**src/rtl/centroid_tracker.sv**
```systemverilog
// Per-channel blob centroid engine: accumulates coordinate sums per frame,
// then divides them by pixel counts with one shared restoring divider.
module centroid_tracker #(
   parameter int NUM_CH     = 2,
   parameter int COORD_W    = 16,
   parameter int CNT_W      = 24,
   parameter int ACC_W      = 40,
   parameter int MIN_PIXELS = 16
) (
   input  logic                      clk,
   input  logic                      rst,
   input  logic                      new_frame,
   input  logic                      pixel_valid,
   input  logic [COORD_W-1:0]        x_pos,
   input  logic [COORD_W-1:0]        y_pos,
   input  logic [NUM_CH-1:0]         mask,
   output logic [NUM_CH*COORD_W-1:0] center_x,
   output logic [NUM_CH*COORD_W-1:0] center_y,
   output logic [NUM_CH-1:0]         found,
   output logic                      result_valid,
   output logic                      busy,
   output logic                      overrun
);

   localparam int CHW = (NUM_CH > 1) ? $clog2(NUM_CH) : 1;
   localparam int JW  = CHW + 1;
   localparam int BW  = $clog2(ACC_W + 1);
   localparam logic [JW-1:0]    LAST_JOB = JW'(2 * NUM_CH - 1);
   localparam logic [CNT_W-1:0] MIN_CNT  = CNT_W'(MIN_PIXELS);
   localparam logic [BW-1:0]    DIV_LAST = BW'(ACC_W - 1);

   typedef enum logic [2:0] {
      S_IDLE, S_LOAD, S_DIV, S_STORE, S_DONE
   } state_t;

   state_t r_state;

   logic                r_nf_q;
   logic                w_fb;
   logic [NUM_CH-1:0]   w_hit;
   logic [CNT_W-1:0]    r_cnt    [NUM_CH];
   logic [ACC_W-1:0]    r_xacc   [NUM_CH];
   logic [ACC_W-1:0]    r_yacc   [NUM_CH];
   logic [CNT_W-1:0]    r_snap_c [NUM_CH];
   logic [ACC_W-1:0]    r_snap_x [NUM_CH];
   logic [ACC_W-1:0]    r_snap_y [NUM_CH];
   logic [COORD_W-1:0]  r_stg_x  [NUM_CH];
   logic [COORD_W-1:0]  r_stg_y  [NUM_CH];

   logic [JW-1:0]       r_job;
   logic [BW-1:0]       r_bit;
   logic [ACC_W-1:0]    r_rem;
   logic [ACC_W-1:0]    r_quo;
   logic [ACC_W-1:0]    r_dvs;

   logic [CHW-1:0]      w_ch;
   logic [ACC_W-1:0]    w_sel_sum;
   logic [CNT_W-1:0]    w_sel_cnt;
   logic                w_skip;
   logic [ACC_W:0]      w_rem_sh;
   logic [ACC_W:0]      w_rem_sub;
   logic                w_ge;

   assign w_fb  = new_frame & ~r_nf_q;
   assign w_hit = mask & {NUM_CH{pixel_valid}};

   assign w_ch      = r_job[JW-1:1];
   assign w_sel_sum = r_job[0] ? r_snap_y[w_ch] : r_snap_x[w_ch];
   assign w_sel_cnt = r_snap_c[w_ch];
   assign w_skip    = (w_sel_cnt < MIN_CNT);

   // Dividend shifts out of r_quo's MSB while quotient bits shift in.
   assign w_rem_sh  = {r_rem, r_quo[ACC_W-1]};
   assign w_rem_sub = w_rem_sh - {1'b0, r_dvs};
   assign w_ge      = (w_rem_sh >= {1'b0, r_dvs});

   always_ff @(posedge clk or negedge rst) begin
      if (!rst) begin
         r_nf_q <= 1'b0;
         for (int k = 0; k < NUM_CH; k++) begin
            r_cnt[k]    <= '0;
            r_xacc[k]   <= '0;
            r_yacc[k]   <= '0;
            r_snap_c[k] <= '0;
            r_snap_x[k] <= '0;
            r_snap_y[k] <= '0;
         end
      end else begin
         r_nf_q <= new_frame;
         for (int k = 0; k < NUM_CH; k++) begin
            if (w_fb) begin
               r_cnt[k]  <= w_hit[k] ? CNT_W'(1) : '0;
               r_xacc[k] <= w_hit[k] ? ACC_W'(x_pos) : '0;
               r_yacc[k] <= w_hit[k] ? ACC_W'(y_pos) : '0;
            end else if (w_hit[k] && !(&r_cnt[k])) begin
               r_cnt[k]  <= r_cnt[k] + CNT_W'(1);
               r_xacc[k] <= r_xacc[k] + ACC_W'(x_pos);
               r_yacc[k] <= r_yacc[k] + ACC_W'(y_pos);
            end
            if (w_fb && r_state == S_IDLE) begin
               r_snap_c[k] <= r_cnt[k];
               r_snap_x[k] <= r_xacc[k];
               r_snap_y[k] <= r_yacc[k];
            end
         end
      end
   end

   always_ff @(posedge clk or negedge rst) begin
      if (!rst) begin
         r_state      <= S_IDLE;
         r_job        <= '0;
         r_bit        <= '0;
         r_rem        <= '0;
         r_quo        <= '0;
         r_dvs        <= '0;
         center_x     <= '0;
         center_y     <= '0;
         found        <= '0;
         result_valid <= 1'b0;
         busy         <= 1'b0;
         overrun      <= 1'b0;
         for (int k = 0; k < NUM_CH; k++) begin
            r_stg_x[k] <= '0;
            r_stg_y[k] <= '0;
         end
      end else begin
         result_valid <= 1'b0;
         overrun      <= w_fb && (r_state != S_IDLE);
         unique case (r_state)
            S_IDLE: begin
               if (w_fb) begin
                  r_state <= S_LOAD;
                  r_job   <= '0;
                  busy    <= 1'b1;
               end
            end
            S_LOAD: begin
               r_dvs <= ACC_W'(w_sel_cnt);
               r_rem <= '0;
               r_bit <= '0;
               if (w_skip) begin
                  r_quo   <= '0;
                  r_state <= S_STORE;
               end else begin
                  r_quo   <= w_sel_sum;
                  r_state <= S_DIV;
               end
            end
            S_DIV: begin
               r_rem <= w_ge ? w_rem_sub[ACC_W-1:0] : w_rem_sh[ACC_W-1:0];
               r_quo <= {r_quo[ACC_W-2:0], w_ge};
               r_bit <= r_bit + BW'(1);
               if (r_bit == DIV_LAST)
                  r_state <= S_STORE;
            end
            S_STORE: begin
               if (r_job[0])
                  r_stg_y[w_ch] <= r_quo[COORD_W-1:0];
               else
                  r_stg_x[w_ch] <= r_quo[COORD_W-1:0];
               if (r_job == LAST_JOB) begin
                  r_state <= S_DONE;
               end else begin
                  r_job   <= r_job + JW'(1);
                  r_state <= S_LOAD;
               end
            end
            S_DONE: begin
               for (int k = 0; k < NUM_CH; k++) begin
                  center_x[k*COORD_W +: COORD_W] <= r_stg_x[k];
                  center_y[k*COORD_W +: COORD_W] <= r_stg_y[k];
                  found[k] <= (r_snap_c[k] >= MIN_CNT);
               end
               result_valid <= 1'b1;
               busy         <= 1'b0;
               r_state      <= S_IDLE;
            end
            default: r_state <= S_IDLE;
         endcase
      end
   end

endmodule

```
**config.mk**
```make
export PLATFORM = sky130hd
export DESIGN_NAME = centroid_tracker
export DESIGN_NICKNAME = d
export VERILOG_FILES = /design/src/rtl/centroid_tracker.sv
export SDC_FILE = /design/constraint.sdc
export NUM_CORES = 2
export LEC_CHECK = 0
export ABC_AREA = 1
export CAP_MARGIN = 20
export CELL_PAD_IN_SITES_DETAIL_PLACEMENT = 1
export CELL_PAD_IN_SITES_GLOBAL_PLACEMENT = 1
export CORE_ASPECT_RATIO = 0.75
export CORE_MARGIN = 5
export CORE_UTILIZATION = 42
export CTS_CLUSTER_DIAMETER = 60
export DETAILED_ROUTE_END_ITERATION = 8
export HOLD_SLACK_MARGIN = 0.03
export PLACE_DENSITY = 0.81
export SYNTH_ARGS = -nofsm -noshare
export SYNTH_HDL_FRONTEND = slang
export SYNTH_SLANG_ARGS = --single-unit
```
**constraint.sdc**
```tcl
create_clock -name clk -period 2 [get_ports clk]
set_input_delay 0.3 -clock clk [delete_from_list [all_inputs] [get_ports clk]]
set_output_delay 0.3 -clock clk [all_outputs]
set_load 0.005 [all_outputs]
```
==> impl_metrics.csv <==
group,metric,value,unit
grt,grt_pass1_wl,262000,µm
sta,setup_slack,-771,ps
setup_path,endpoint_kind,"flip-flop",
synthesis,synth_edf_count,0,
clock_tree,numCtsBuffers,78,
setup_path,rrSetupSlack,-770,ps
setup_path,criticalPathCategory,"reg -> reg",
grt,grt_pass1_vias,44300,
power_and_ir_drop,power,92000,µW
sta,skew,66.8,ps
synthesis,synth_top_area_share,43.9,%
placed_design,dp.final_hpwl,120000,µm
route,routedWlPerCell,28.6,µm
clock_tree,clk_path_buf_depth,3,
flow_run,maxCapViolCount,0,
route,antenna_left,0,
cells_and_area,drive_gt1_share,32.1,%
synthesis,synth-seq-area-share,43.9,%
sta,finalCriticalPeriod,2770,ps
placed_design,place_ws,-773,ps
route,remaining_drc_errors,0,
floorplan,start_util,42.3,%
power_and_ir_drop,p_leak,0.0267,µW
synthesis,synth_top_area_cell,"dfrtp_1",
floorplan,core_area,89500,µm²
clock_tree,clk_pin_slew,70,ps
cells_and_area,fin_nets,6359,
clock_tree,cts.sinks,665,
setup_path,critPathMaxStageDelay,790,ps
synthesis,syn_inst,5285,
floorplan,pin_count,107,
outcome,status,"finished, violations left",
grt,track_usage,34.5,%
setup_path,cp_max_fo,14,
route,via_per_inst,6.27,
placed_design,portBuffers,106,
route,wl,215000,µm
grt,grt_max_degree,78,
sta,hold_viol_final,0,
setup_path,crit_required,2550,ps
grt,grt_antenna_before_repair,14,
route,vias,47000,
power_and_ir_drop,peakVddDrop,889,µV
synthesis,synth.most_common_cell,"nand2_1",
setup_path,cpMaxStageDelayCell,"o21ai_0",
floorplan,die_x,357,µm
cells_and_area,finalNonFillerCells,7506,
clock_tree,root_buffer,"clkbuf_16",
synthesis,syn_nets,5420,
sta,rsz0062_at_grt,"true",
power_and_ir_drop,powerDensity,1650,nW/µm²
setup_path,critical_path_arrival,3320,ps
outcome,failed_checks,"negative setup slack",
synthesis,synthTopCellsByArea,"dfrtp_1 44%, nand2_1 17%, o21ai_0 6.3%",
clock_tree,clk_latency,720,ps
synthesis,ys_types,60,
floorplan,num_rows,95,
sta,fmax,361,MHz
cells_and_area,areaGrowthSynthToFinish,46.9,%
synthesis,synth_common_cells,"1734 x nand2_1, 665 x dfrtp_1, 609 x inv_1",
synthesis,syn_area_per_cell,7.16,µm²
synthesis,yosys_most_used_dff,"dfrtp_1",
sta,slew_viol_final,0,
floorplan,dieArea,96300,µm²
setup_path,crit_chain,"buf_12, buf_8, buf_4, o21ai_0, nand2_1, nand3_4, o221ai_4",
sta,min_period_over_period,139,%
placed_design,placedCellCount,7204,
grt,grt-ovfl-total,0,
synthesis,synth-async-reset-ratio,100,%
clock_tree,cts_htree_levels,3,
sta,whs,62.0,ps
sta,slew_headroom,33.7,%
synthesis,ys.warnings.count,0,
synthesis,syn-cell-area,37900,µm²
placed_design,place_congestion,0.975,
sta,setup_viol,264,
clock_tree,cts_tree,"yes",
setup_path,critPathLaunchType,"flip-flop",
floorplan,die_h,270,µm
route,drt-pass1-iter-count,6,
hold_path,hp-class,"in -> reg",
sta,tightest_slew,984,ps
route,drt_iter0_drc,5787,
synthesis,ys_ff_latch,665,
-- repair_timing --
| action | in CTS | in global routing |
|---|---|---|
| hold buffers | 1 | 0 |
| endpoints found under the hold margin | 307 | 0 |
| gates resized for setup | 424 | 845 |
| cloned | 3 | 14 |
| setup buffers | 52 | 91 |
| setup endpoints to repair | 234 | 311 |
| pin swaps | 125 | 321 |
-- logic make-up after synthesis --
logic type                 count (synthesis)  synth area share (%)
DFF                                      665                  43.9
muxes                                      3                0.0826
and+or+nand+nor                         2745                  30.2
buffers and inverters                    827                  8.65
adders and majority gates                 97                  3.30
AOI/OAI and AO/OA                        900                  12.7
xor gates and xnor gates                  48                  1.11
-- final cells by class --
cell class	instances	area, µm²
fillers	10600	33900
multi-input cells	3796	22800
flip-flops and latches	665	16700
repair buffers	1060	9470
inverters	623	2390
clock buffers	106	2210
well taps	1212	1520
clock inverters	38	613
diodes	6	15.0
-- cell usage in the layout, fill, tap and decap left out, drive strengths merged, types with 39 or more instances in the layout --
cell / n
nand2: 1748
buf: 945
dfrtp: 665
inv: 629
o21ai: 514
nor2: 434
nand3: 314
a21oi: 267
nand4: 116
clkbuf: 115
clkdlybuf4s50: 104
ha: 92
nor3: 74
a31oi: 42
o221ai: 39
-- state kept, by name, indices dropped and copies added (netlist names), 6 cells and up --
register and flops:
center_x 32, center_y 32, r_bit 6, r_cnt 48, r_dvs 24, r_quo 40
r_rem 40, r_snap_c 48, r_snap_x 80, r_snap_y 80, r_stg_x 32, r_stg_y 32
r_xacc 80, r_yacc 80
-- worst max-delay path: cells and delay by family (launching register included) --
| family | cells | cell delay [ps] |
|---|---|---|
| compound gates | 2 | 920 |
| buf+inv | 3 | 560 |
| flops | 1 | 600 |
| simple gates | 2 | 520 |
-- where the power goes --
part | internal (µW) | total (µW) | switching (µW)
Combinational | 22200 | 56000 | 33800
Clock | 9330 | 16500 | 7140
Sequential | 16600 | 19500 | 2940
-- stage by stage --
step	setup TNS [ps]	util (%)	cell area, µm²
global route	-65390	62.1	55600
CTS	-12120	57.3	51300
global placement	-97460	51.7	46200
floorplan	0	-	37900
finish	-53930	62.1	55600
detailed placement	-120940	51.7	46200
-- final timing paths --
| kind | cells past startpoint | from | end |
|---|---|---|---|
| min | 1 | new_frame | r_nf_q |
| min in group asynchronous | 2 | rst | r_cnt[15] |
| min reg2reg | 2 | r_stg_x[26] | center_x[10] |
| max reg2reg | 7 | r_job[1] | r_quo[33] |
| max in group asynchronous | 3 | rst | r_quo[15] |
| max | 7 | r_job[1] | r_quo[33] |
-- layer usage --
metal	global-route usage [%]	part of all wire (%)
met1	47.5	37
met2	54.2	45
met3	7.56	11
met4	11.5	7.7
met5	0	0.038
Power figures use the tool's default switching activity.
